File: src/rtl/sram_port_arbiter.sv
// Round-robin arbiter sharing one registered SRAM port among NREQ requesters.
// Each grant runs IDLE -> ACCESS -> RESP and returns mem_q as a one-hot response.
module sram_port_arbiter #(
   parameter int NREQ = 4,
   parameter int AW   = 6,
   parameter int DW   = 8
) (
   input  logic               clk,
   input  logic               reset,
   input  logic [NREQ-1:0]    req,
   input  logic [NREQ-1:0]    req_we,
   input  logic [NREQ*AW-1:0] req_addr,
   input  logic [NREQ*DW-1:0] req_wdata,
   output logic [NREQ-1:0]    gnt,
   output logic [NREQ-1:0]    rsp_valid,
   output logic [DW-1:0]      rsp_data,
   output logic               busy,
   output logic               mem_we,
   output logic [AW-1:0]      mem_addr,
   output logic [DW-1:0]      mem_wdata,
   input  logic [DW-1:0]      mem_q
);

   localparam int IDXW = (NREQ > 1) ? $clog2(NREQ) : 1;

   typedef enum logic [1:0] {IDLE, ACCESS, RESP} state_t;

   state_t          state, state_d;
   logic [IDXW-1:0] rr_last, rr_last_d;
   logic [NREQ-1:0] gnt_d, rsp_valid_d;
   logic [DW-1:0]   rsp_data_d, mem_wdata_d;
   logic [AW-1:0]   mem_addr_d;
   logic            mem_we_d;

   logic            win_found;
   logic [IDXW-1:0] win_idx;
   logic [IDXW-1:0] cand;
   int              scan_idx;

   // Scan starts just after the last winner and wraps, so the last winner has lowest priority.
   always_comb begin
      win_found = 1'b0;
      win_idx   = '0;
      cand      = '0;
      scan_idx  = 0;
      for (int k = 1; k <= NREQ; k++) begin
         scan_idx = (int'(rr_last) + k) % NREQ;
         cand     = IDXW'(scan_idx);
         if (!win_found && req[cand]) begin
            win_found = 1'b1;
            win_idx   = cand;
         end
      end
   end

   always_comb begin
      state_d     = state;
      rr_last_d   = rr_last;
      gnt_d       = '0;
      rsp_valid_d = '0;
      rsp_data_d  = rsp_data;
      mem_we_d    = 1'b0;
      mem_addr_d  = mem_addr;
      mem_wdata_d = mem_wdata;
      case (state)
         IDLE: begin
            if (win_found) begin
               state_d     = ACCESS;
               rr_last_d   = win_idx;
               gnt_d       = NREQ'(1) << win_idx;
               mem_we_d    = req_we[win_idx];
               mem_addr_d  = req_addr[int'(win_idx)*AW +: AW];
               mem_wdata_d = req_wdata[int'(win_idx)*DW +: DW];
            end
         end
         ACCESS: state_d = RESP;
         RESP: begin
            // SRAM q reflects the access sampled at the end of ACCESS.
            state_d     = IDLE;
            rsp_valid_d = NREQ'(1) << rr_last;
            rsp_data_d  = mem_q;
         end
         default: state_d = IDLE;
      endcase
   end

   always_ff @(posedge clk) begin
      if (reset) begin
         state     <= IDLE;
         rr_last   <= IDXW'(NREQ-1);
         gnt       <= '0;
         rsp_valid <= '0;
         rsp_data  <= '0;
         busy      <= 1'b0;
         mem_we    <= 1'b0;
         mem_addr  <= '0;
         mem_wdata <= '0;
      end else begin
         state     <= state_d;
         rr_last   <= rr_last_d;
         gnt       <= gnt_d;
         rsp_valid <= rsp_valid_d;
         rsp_data  <= rsp_data_d;
         busy      <= (state_d != IDLE);
         mem_we    <= mem_we_d;
         mem_addr  <= mem_addr_d;
         mem_wdata <= mem_wdata_d;
      end
   end

endmodule

File: config.mk
export PLATFORM = sky130hd
export DESIGN_NAME = sram_port_arbiter
export DESIGN_NICKNAME = d
export VERILOG_FILES = /design/src/rtl/sram_port_arbiter.sv
export SDC_FILE = /design/constraint.sdc
export NUM_CORES = 1
export LEC_CHECK = 0
export ABC_AREA = 1
export CORE_ASPECT_RATIO = 0.8
export CORE_MARGIN = 3
export CORE_UTILIZATION = 30
export CTS_CLUSTER_SIZE = 20
export DETAILED_ROUTE_END_ITERATION = 8
export PLACE_DENSITY = 0.73
export SETUP_SLACK_MARGIN = 0.3
export SYNTH_ARGS = -nofsm -noshare
export SYNTH_HDL_FRONTEND = slang
export SYNTH_SLANG_ARGS = --single-unit
File: constraint.sdc
create_clock -name clk -period 2.2 [get_ports clk]
set_input_delay 0.22 -clock clk [delete_from_list [all_inputs] [get_ports clk]]
set_output_delay 0.22 -clock clk [all_outputs]
set_load 0.01 [all_outputs]
==> flow_summary.toml, run 1 <==
[logic_synthesis]
synth.area.mux_share = 0
synth-simple-area-share = 0.494
ys_seq_area_frac = 0.383
ys_warn_count = 0
synth_nets = 364
synth_area_sq_um = 1880
ys_types = 16
synthXorXnorAreaFrac = 0
synth_compound_area_frac = 0.0452
synth_cells = 290
synth_fa_ha_area_frac = 0
synth_top_family_by_area = "simple AND/OR/NAND/NOR gates"
avgSynthCellArea_sq_um = 6.49
ys_seq_elements = 36

[routing]
drtIter0Drc = 67
via_per_inst = 4.66
via_count = 2278
antenna_left = 0
wl_per_cell_um = 13.2
drt-total-wl_mm = 6.44
drt_first_pass_iters = 4
drcViolationCount = 0

[clock_network]
cts_buffers = 5
cts_tree = "yes"
clkLatencyLatePin_ns = 0.29
htree_levels = 2
path_clk_slew_ns = 0.07
cts_buffer_depth = 2
cts-root-buf = "clkbuf_8"
cts_hold_buf = 0
clock-sinks = 36

[worst_setup_path]
cp.required_ns = 2.39
cp.arrival_ns = 2.02
path_max_fanout = 7
crit_path_start_kind = "flip-flop"
critPathCaptureType = "flip-flop"
critical_path_class = "reg2reg"

[power_and_ir_drop]
p_leak_nw = 1.51
irDropWorstVdd_mv = 0.593
p_per_area_nw_per_um2 = 1400

[global_routing]
grt_max_degree = 29
grt_pass1_vias = 2122
overflow = 0
grt_antenna_before_repair = 0
grt_pass1_wl_mm = 10.1
track_usage = 0.172

[placement]
numPortBuffers = 105
dp_hpwl_mm = 4.59
gp_congestion = 0.826

[run]
max_cap_viol_count = 0

[sta]
tns_ns = 0
timing.final.crit_period_ns = 1.84
hold_viol_final = 0
maxSlewHeadroom = 0.612
finalClockSkew_ns = 0.00743
tightest_slew_ns = 0.580
max_freq_mhz = 544
finalSetupViolCount = 0
grt_setup_unrepaired = "no"
period_share = 0.835
drv_slew = 0

[die]
fp.dieH_um = 76.9
dieArea_sq_um = 7270
coreArea_sq_um = 6010
die-width_um = 94.6
io_pins = 106
initial_core_util = 0.314
row_count = 25

[final_layout]
fillCellCount = 572
drive_gt1_frac = 0.147
final_common_cell = "clkdlybuf4s50_1"
layout_common_cells = "clkdlybuf4s50_1 (105), nand2_1 (86), nand3_1 (74)"
fin_nets = 481
syn2layout_area_growth_pct = 81.1
antenna_cells = 0
final_core_util = 0.568

[hold_path]
hold_path_class = "reg2reg"

[outcome]
outcome = "completed"
-- through the flow --
stage | instance area (sq um) | power [W] | setup slack (ns) | hold slack (ns) | instances
after floorplan | 1880 | 0.00268 | 0.504 | 0.289 | 290
after global placement | 3040 | 0.00350 | 0.170 | 0.438 | 471
after CTS | 3140 | 0.00405 | 0.332 | 0.457 | 479
after global routing | 3410 | 0.00516 | 0.270 | 0.474 | 489
after detailed placement | 3040 | 0.00353 | 0.133 | 0.442 | 471
final | 3410 | 0.00477 | 0.363 | 0.453 | 489
-- final timing paths --
path	startpoint	to	slack (ns)	cells past startpoint
max	rr_last[0]$_SDFFE_PP1P_	mem_addr[4]$_SDFFE_PP0P_	0.36	14
min	mem_wdata[2]$_SDFFE_PP0P_	mem_wdata[2]$_SDFFE_PP0P_	0.45	2
max reg2reg	rr_last[0]$_SDFFE_PP1P_	mem_addr[4]$_SDFFE_PP0P_	0.36	14
min reg2reg	mem_wdata[2]$_SDFFE_PP0P_	mem_wdata[2]$_SDFFE_PP0P_	0.45	2
-- metal layers --
metal,up-vias,wire length [um],global-route usage
met3,6,511,0.0510
met5,-,0,0
li1,1182,-,-
met1,1000,2960,0.235
met2,90,2920,0.266
met4,0,50,0.0389
-- kinds of logic (layout without fill, tap and decap cells) --
logic type	Yosys count	in the layout
and+or+nand+nor	212	212
AOI/OAI and AO/OA	15	15
buffers and inverters	27	145
DFF	36	36
-- final cells by class --
cell class	count	area (sq um)	area share
Timing Repair Buffer	124	1300	0.382
Multi-Input combinational cell	227	1120	0.330
Sequential cell	36	728	0.214
Tap cell	81	101	0.0297
Clock buffer	6	82.6	0.0242
Inverter	13	58.8	0.0172
Clock inverter	2	10.0	0.00294
-- cell usage after synthesis --
library cell | count | share of area
nand2_2 | 4 | 0.013
nor2_4 | 3 | 0.018
nor2_1 | 28 | 0.056
dfxtp_1 | 36 | 0.38
a22oi_1 | 1 | 0.0040
a31oi_2 | 1 | 0.0066
inv_2 | 3 | 0.0060
nand3_1 | 76 | 0.20
inv_1 | 10 | 0.020
buf_2 | 7 | 0.019
nand3_2 | 1 | 0.0053
o21ai_0 | 9 | 0.024
nand2_1 | 100 | 0.20
a21oi_1 | 4 | 0.011
buf_6 | 3 | 0.018
buf_4 | 4 | 0.016
-- what timing repair did --
action / in CTS / in global routing
pin swaps: 0 / 11
gates resized for setup: 3 / 41
gates cloned: 0 / 3
setup buffers: 0 / 7
endpoints found under the setup margin: 15 / 21
-- critical path, stage by stage (launching register included) --
cell	delay (ns)
dfxtp_4	0.39
buf_4	0.14
nand2_2	0.06
nand2_4	0.06
nand2_2	0.07
nand2_4	0.06
nor2_4	0.15
nand3_4	0.14
nand2_8	0.12
nand2_8	0.09
clkbuf_16	0.17
nand2_1	0.05
nand3_1	0.09
nand3_1	0.09
nand2_1	0.04
-- state kept, by name (all words and copies together) (netlist names) --
signal and flops:
rr_last 2, state 2, mem_wdata 8, rsp_data 8, gnt 4, mem_we 1, busy 1, rsp_valid 4
mem_addr 6
-- power breakdown --
group	leakage, nW	internal (W)	total (W)	switching, W
combinational	1.16	0.00157	0.00334	0.00177
sequential	0.296	0.000842	0.000946	0.000103
clock	0.0510	0.000250	0.000488	0.000238
No activity file was read; power rests on OpenSTA's default activity.
==> inputs of run 2 (changes only) <==
PLACE_DENSITY = 0.76   (was 0.73)
clock period = 1.6 ns   (was 2.2 ns; I/O delays follow)
==> flow_summary.toml, run 2 (synthesis results as in run 1) <==
[worst_setup_path]
cp.required_ns = 1.84
critPathCaptureType = "flip-flop"
reg2regPathDepth = 15
critical_path_class = "reg2reg"
cp.arrival_ns = 2.03
crit_path_start_kind = "flip-flop"
path_max_fanout = 11

[die]
initial_core_util = 0.314
coreArea_sq_um = 6010
fp.dieH_um = 76.9
row_count = 25
io_pins = 106
dieArea_sq_um = 7270
die-width_um = 94.6

[final_layout]
layout_common_cells = "nand2_1 (80), nand3_1 (74), clkdlybuf4s50_1 (74)"
final_common_cell = "nand2_1"
antenna_cells = 0
syn2layout_area_growth_pct = 95.3
top_regs = "mem_wdata x8, rsp_data x8, mem_addr x6"
fin_area_sq_um = 3680
drive_gt1_frac = 0.219
fin_nets = 503

[power_and_ir_drop]
p_leak_nw = 1.84
irDropWorstVdd_mv = 0.986
total_power_w = 0.00730
p_per_area_nw_per_um2 = 1980

[routing]
drcViolationCount = 0
drt-total-wl_mm = 7.23
drtIter0Drc = 157
antenna_left = 0
via_count = 2493
wl_per_cell_um = 14.1
drt_first_pass_iters = 4
via_per_inst = 4.88

[clock_network]
cts_hold_buf = 0
path_clk_slew_ns = 0.08
clkLatencyLatePin_ns = 0.29
cts_buffer_depth = 2
htree_levels = 2
cts_buffers = 5
clock-sinks = 36
cts_tree = "yes"
cts-root-buf = "clkbuf_8"

[placement]
numPortBuffers = 105
dp_hpwl_mm = 4.99
place_area_sq_um = 3230
gp_congestion = 0.793

[global_routing]
grt_antenna_before_repair = 0
overflow = 0
grt_max_degree = 29
grt_pass1_wl_mm = 11.2
grt_pass1_vias = 2428
track_usage = 0.190

[sta]
grt_setup_unrepaired = "yes"
period_share = 1.12
maxSlewHeadroom = 0.782
tns_ns = -2.69
finalSetupViolCount = 22
hold_viol_final = 0
finalClockSkew_ns = 0.00976
drv_slew = 0
setup_ws_ns = -0.187
timing.final.crit_period_ns = 1.79
whs_ns = 0.449
max_freq_mhz = 560
tightest_slew_ns = 0.325

[run]
max_cap_viol_count = 0

[hold_path]
hold_path_class = "reg2reg"
hold_depth = 2

[outcome]
outcome = "finished, violations left"
violations = "negative setup slack"
-- run 2: changes by cell type in the layout (fill, tap and decap cells not counted), moves of 3 or more --
| cell | delta |
|---|---|
| clkdlybuf4s50_1 | -31 |
| nor2_1 | -3 |
| dlygate4sd2_1 | +26 |
| nor2_2 | +3 |
| dlymetal6s2s_1 | +5 |
| nand2_2 | +6 |
| buf_4 | +17 |
| nand2_1 | -6 |
| buf_12 | +3 |
-- run 2: worst paths after layout --
kind / endpoint / slack, ns / start
hold reg to reg: mem_addr[5]$_SDFFE_PP0P_ / 0.45 / mem_addr[5]$_SDFFE_PP0P_
hold / removal: mem_addr[5]$_SDFFE_PP0P_ / 0.45 / mem_addr[5]$_SDFFE_PP0P_
setup / recovery: mem_addr[4]$_SDFFE_PP0P_ / -0.19 / rr_last[0]$_SDFFE_PP1P_
setup reg to reg: mem_addr[4]$_SDFFE_PP0P_ / -0.19 / rr_last[0]$_SDFFE_PP1P_
-- run 2: stage by stage --
stage / cells / utilization / setup slack, ns
6_report: 511 / 0.612 / -0.187
5_1_grt: 511 / 0.612 / -0.291
4_1_cts: 506 / 0.590 / -0.118
3_5_place_dp: 487 / 0.539 / -0.383
3_3_place_gp: 487 / 0.539 / -0.307
2_1_floorplan: 290 / - / 0.000749
-- run 2: report_power, final --
| part | internal (W) | switching, W | total [W] |
|---|---|---|---|
| logic | 0.00252 | 0.00268 | 0.00520 |
| clock network | 0.000462 | 0.000338 | 0.000800 |
| registers | 0.00115 | 0.000138 | 0.00129 |
-- run 2: cell type report --
class                      instances  area, sq um
clock buffer                       5         68.8
clock inverter                     3         41.3
fill                             528         2330
inverter                          13         58.8
multi-input combinational        227         1170
sequential                        36          726
tap                               81          101
timing repair buffer             146         1510
-- run 2: per-layer routing --
layer,part of all wire,vias to the layer above,global-route usage
li1,-,1230,-
met1,0.41,1168,0.232
met2,0.51,89,0.336
met3,0.063,6,0.0363
met4,0.011,0,0.0519
met5,0,-,0
-- run 2: worst max-delay path: stages, from the launching register on --
cell and delay [ns]:
dfxtp_4 0.42, inv_8 0.07, nand2_4 0.08, nand2_4 0.06, nand2_1 0.09, nand2_2 0.06, nand2_1 0.07, nand2_2 0.09
nor2_4 0.16, nand2_8 0.09, nand2_8 0.11, clkbuf_16 0.17, nand2_1 0.06, nand3_1 0.08, nand3_1 0.07, nand2_1 0.05
-- run 2: repair_timing --
action,4_1_cts,5_1_grt
gates resized for setup,63,13
cloned,1,3
buffers inserted,10,2
setup endpoints to repair,49,40
pin swaps,4,4
==> inputs of run 3 (changes only) <==
CORE_MARGIN = 2   (was 3)
SKIP_CTS_REPAIR_TIMING = 1   (was unset)
==> flow_summary.toml, run 3 (synthesis results as in run 1) <==
[sta]
tightest_slew_ns = 0.353
drv_slew = 0
finalClockSkew_ns = 0.00991
maxSlewHeadroom = 0.764
timing.final.crit_period_ns = 1.83
finalSetupViolCount = 21
max_freq_mhz = 546
hold_viol_final = 0
whs_ns = 0.446
setup_ws_ns = -0.230
period_share = 1.14
grt_setup_unrepaired = "yes"

[die]
dieArea_sq_um = 6930
coreArea_sq_um = 5970
fp.dieH_um = 74.9
row_count = 25
initial_core_util = 0.315
die-width_um = 92.6
io_pins = 106

[worst_setup_path]
critPathCaptureType = "flip-flop"
rrSetupSlack_ns = -0.23
cp.arrival_ns = 2.00
reg2regPathDepth = 14
timing.critical_path.mode_cell = "nand2_4"
critical_path_class = "reg2reg"
slowest_delay_ns = 0.42
cp_cell_sequence = "inv_8 > nand2_4 > nand2_2 > nand2_2 > nand2_4 > nor2_4 > nand3_2 > nand2_4 > nand2_8 > clkbuf_16 > nand2_1 > nand3_1 > nand3_1 > nand2_1"
cp.required_ns = 1.77
r2r-end = "mem_wdata[5]$_SDFFE_PP0P_"
cp-startpoint = "rr_last[0]$_SDFFE_PP1P_"
cp_slowest_cell = "dfxtp_4"
crit_path_end = "mem_wdata[5]$_SDFFE_PP0P_"
regToRegStartpoint = "rr_last[0]$_SDFFE_PP1P_"
crit_path_start_kind = "flip-flop"
path_max_fanout = 7

[placement]
place_ws_ns = -0.349
dp_hpwl_mm = 4.58
dp.cells = 482
gp_congestion = 0.853
numPortBuffers = 105

[final_layout]
stdcell_count = 494
layout_common_cells = "clkdlybuf4s50_1 (73), nand2_1 (62), nand3_1 (49)"
syn2layout_area_growth_pct = 97.8
top_regs = "mem_wdata x8, rsp_data x8, mem_addr x6"
fin_nets = 486
antenna_cells = 0
drive_gt1_frac = 0.288
final_core_util = 0.623
fillCellCount = 490
final_common_cell = "clkdlybuf4s50_1"

[hold_path]
hold_path_class = "reg2reg"

[power_and_ir_drop]
switching_share = 0.478
p_per_area_nw_per_um2 = 1910
p_leak_nw = 2.11
power_frac_seq = 0.182
p_comb_frac = 0.728
p_int_w = 0.00372
total_power_w = 0.00712
p_clk_frac = 0.090
irDropWorstVdd_mv = 1.14
p_switching_w = 0.00340

[clock_network]
htree_levels = 2
path_clk_slew_ns = 0.08
clock-sinks = 36
cts_buffers = 5
cts_tree = "yes"
cts_buffer_depth = 2
cts-root-buf = "clkbuf_8"
clkLatencyLatePin_ns = 0.29

[global_routing]
grt_max_degree = 30
track_usage = 0.173
grt_pass1_vias = 2114
overflow = 0
grt_antenna_before_repair = 0
grt_pass1_wl_mm = 9.54

[routing]
drcViolationCount = 0
via_per_inst = 4.91
drt-total-wl_mm = 6.98
antenna_left = 0
via_count = 2427
wl_per_cell_um = 14.1
drt_first_pass_iters = 4
drtIter0Drc = 96

[outcome]
outcome = "finished, violations left"
violations = "negative setup slack"

[run]
max_cap_viol_count = 0
## run 3: changes by cell type in the layout (fill, tap and decap cells not counted), sizes merged, moves of 2 or more
cell,delta
clkinv,+2
dlymetal6s2s,+27
buf,-16
dlygate4sd2,-26
## run 3: how the worst min path moves through the flow
stage | cells past startpoint | from | to | slack (ns)
final | 2 | mem_addr[1]$_SDFFE_PP0P_ | mem_addr[1]$_SDFFE_PP0P_ | 0.45
after global routing | 3 | mem_q[4] | rsp_data[4]$_SDFFE_PP0N_ | 0.45
after CTS | 3 | mem_q[4] | rsp_data[4]$_SDFFE_PP0N_ | 0.44
after detailed placement | 2 | mem_wdata[2]$_SDFFE_PP0P_ | mem_wdata[2]$_SDFFE_PP0P_ | 0.44
after global placement | 2 | mem_wdata[2]$_SDFFE_PP0P_ | mem_wdata[2]$_SDFFE_PP0P_ | 0.44
after floorplan | 1 | reset | busy$_SDFF_PP0_ | 0.23
## run 3: metal layers
layer,GRT usage,part of all wire,vias to the layer above
met2,0.296,0.51,92
met3,0.0320,0.053,12
met1,0.225,0.42,1130
met5,0,0,-
li1,-,-,1193
met4,0.0547,0.015,0
## run 3: area by class of cell
class                           count  area (sq um)  area share
Clock buffer                        5          68.8      0.0185
Tap cell                           81           101      0.0272
Clock inverter                      3          18.8     0.00504
Sequential cell                    36           728       0.195
Inverter                           13          61.3      0.0165
Multi-Input combinational cell    227          1340       0.358
Timing Repair Buffer              129          1410       0.379
## run 3: critical path, delay by kind of cell (launching register included)
kind	cells	cell delay, ns
buffers and inverters	2	0.26
AND/OR/NAND/NOR	12	1.03
flip-flops	1	0.42
## run 3: power groups by stage
stage	Sequential, W	Clock [W]	Combinational (W)
2_1_floorplan	0.00138	0	0.00241
3_3_place_gp	0.00130	0	0.00371
3_5_place_dp	0.00130	0	0.00377
4_1_cts	0.00129	0.000664	0.00380
5_1_grt	0.00133	0.000717	0.00555
6_report	0.00130	0.000639	0.00518
## run 3: metrics by stage
| stage | TNS (ns) | instance area, sq um |
|---|---|---|
| 3_5_place_dp | -6.99 | 3160 |
| 6_report | -3.48 | 3720 |
| 3_3_place_gp | -6.33 | 3160 |
| 4_1_cts | -2.99 | 3250 |
| 5_1_grt | -5.50 | 3720 |
| 2_1_floorplan | 0 | 1930 |
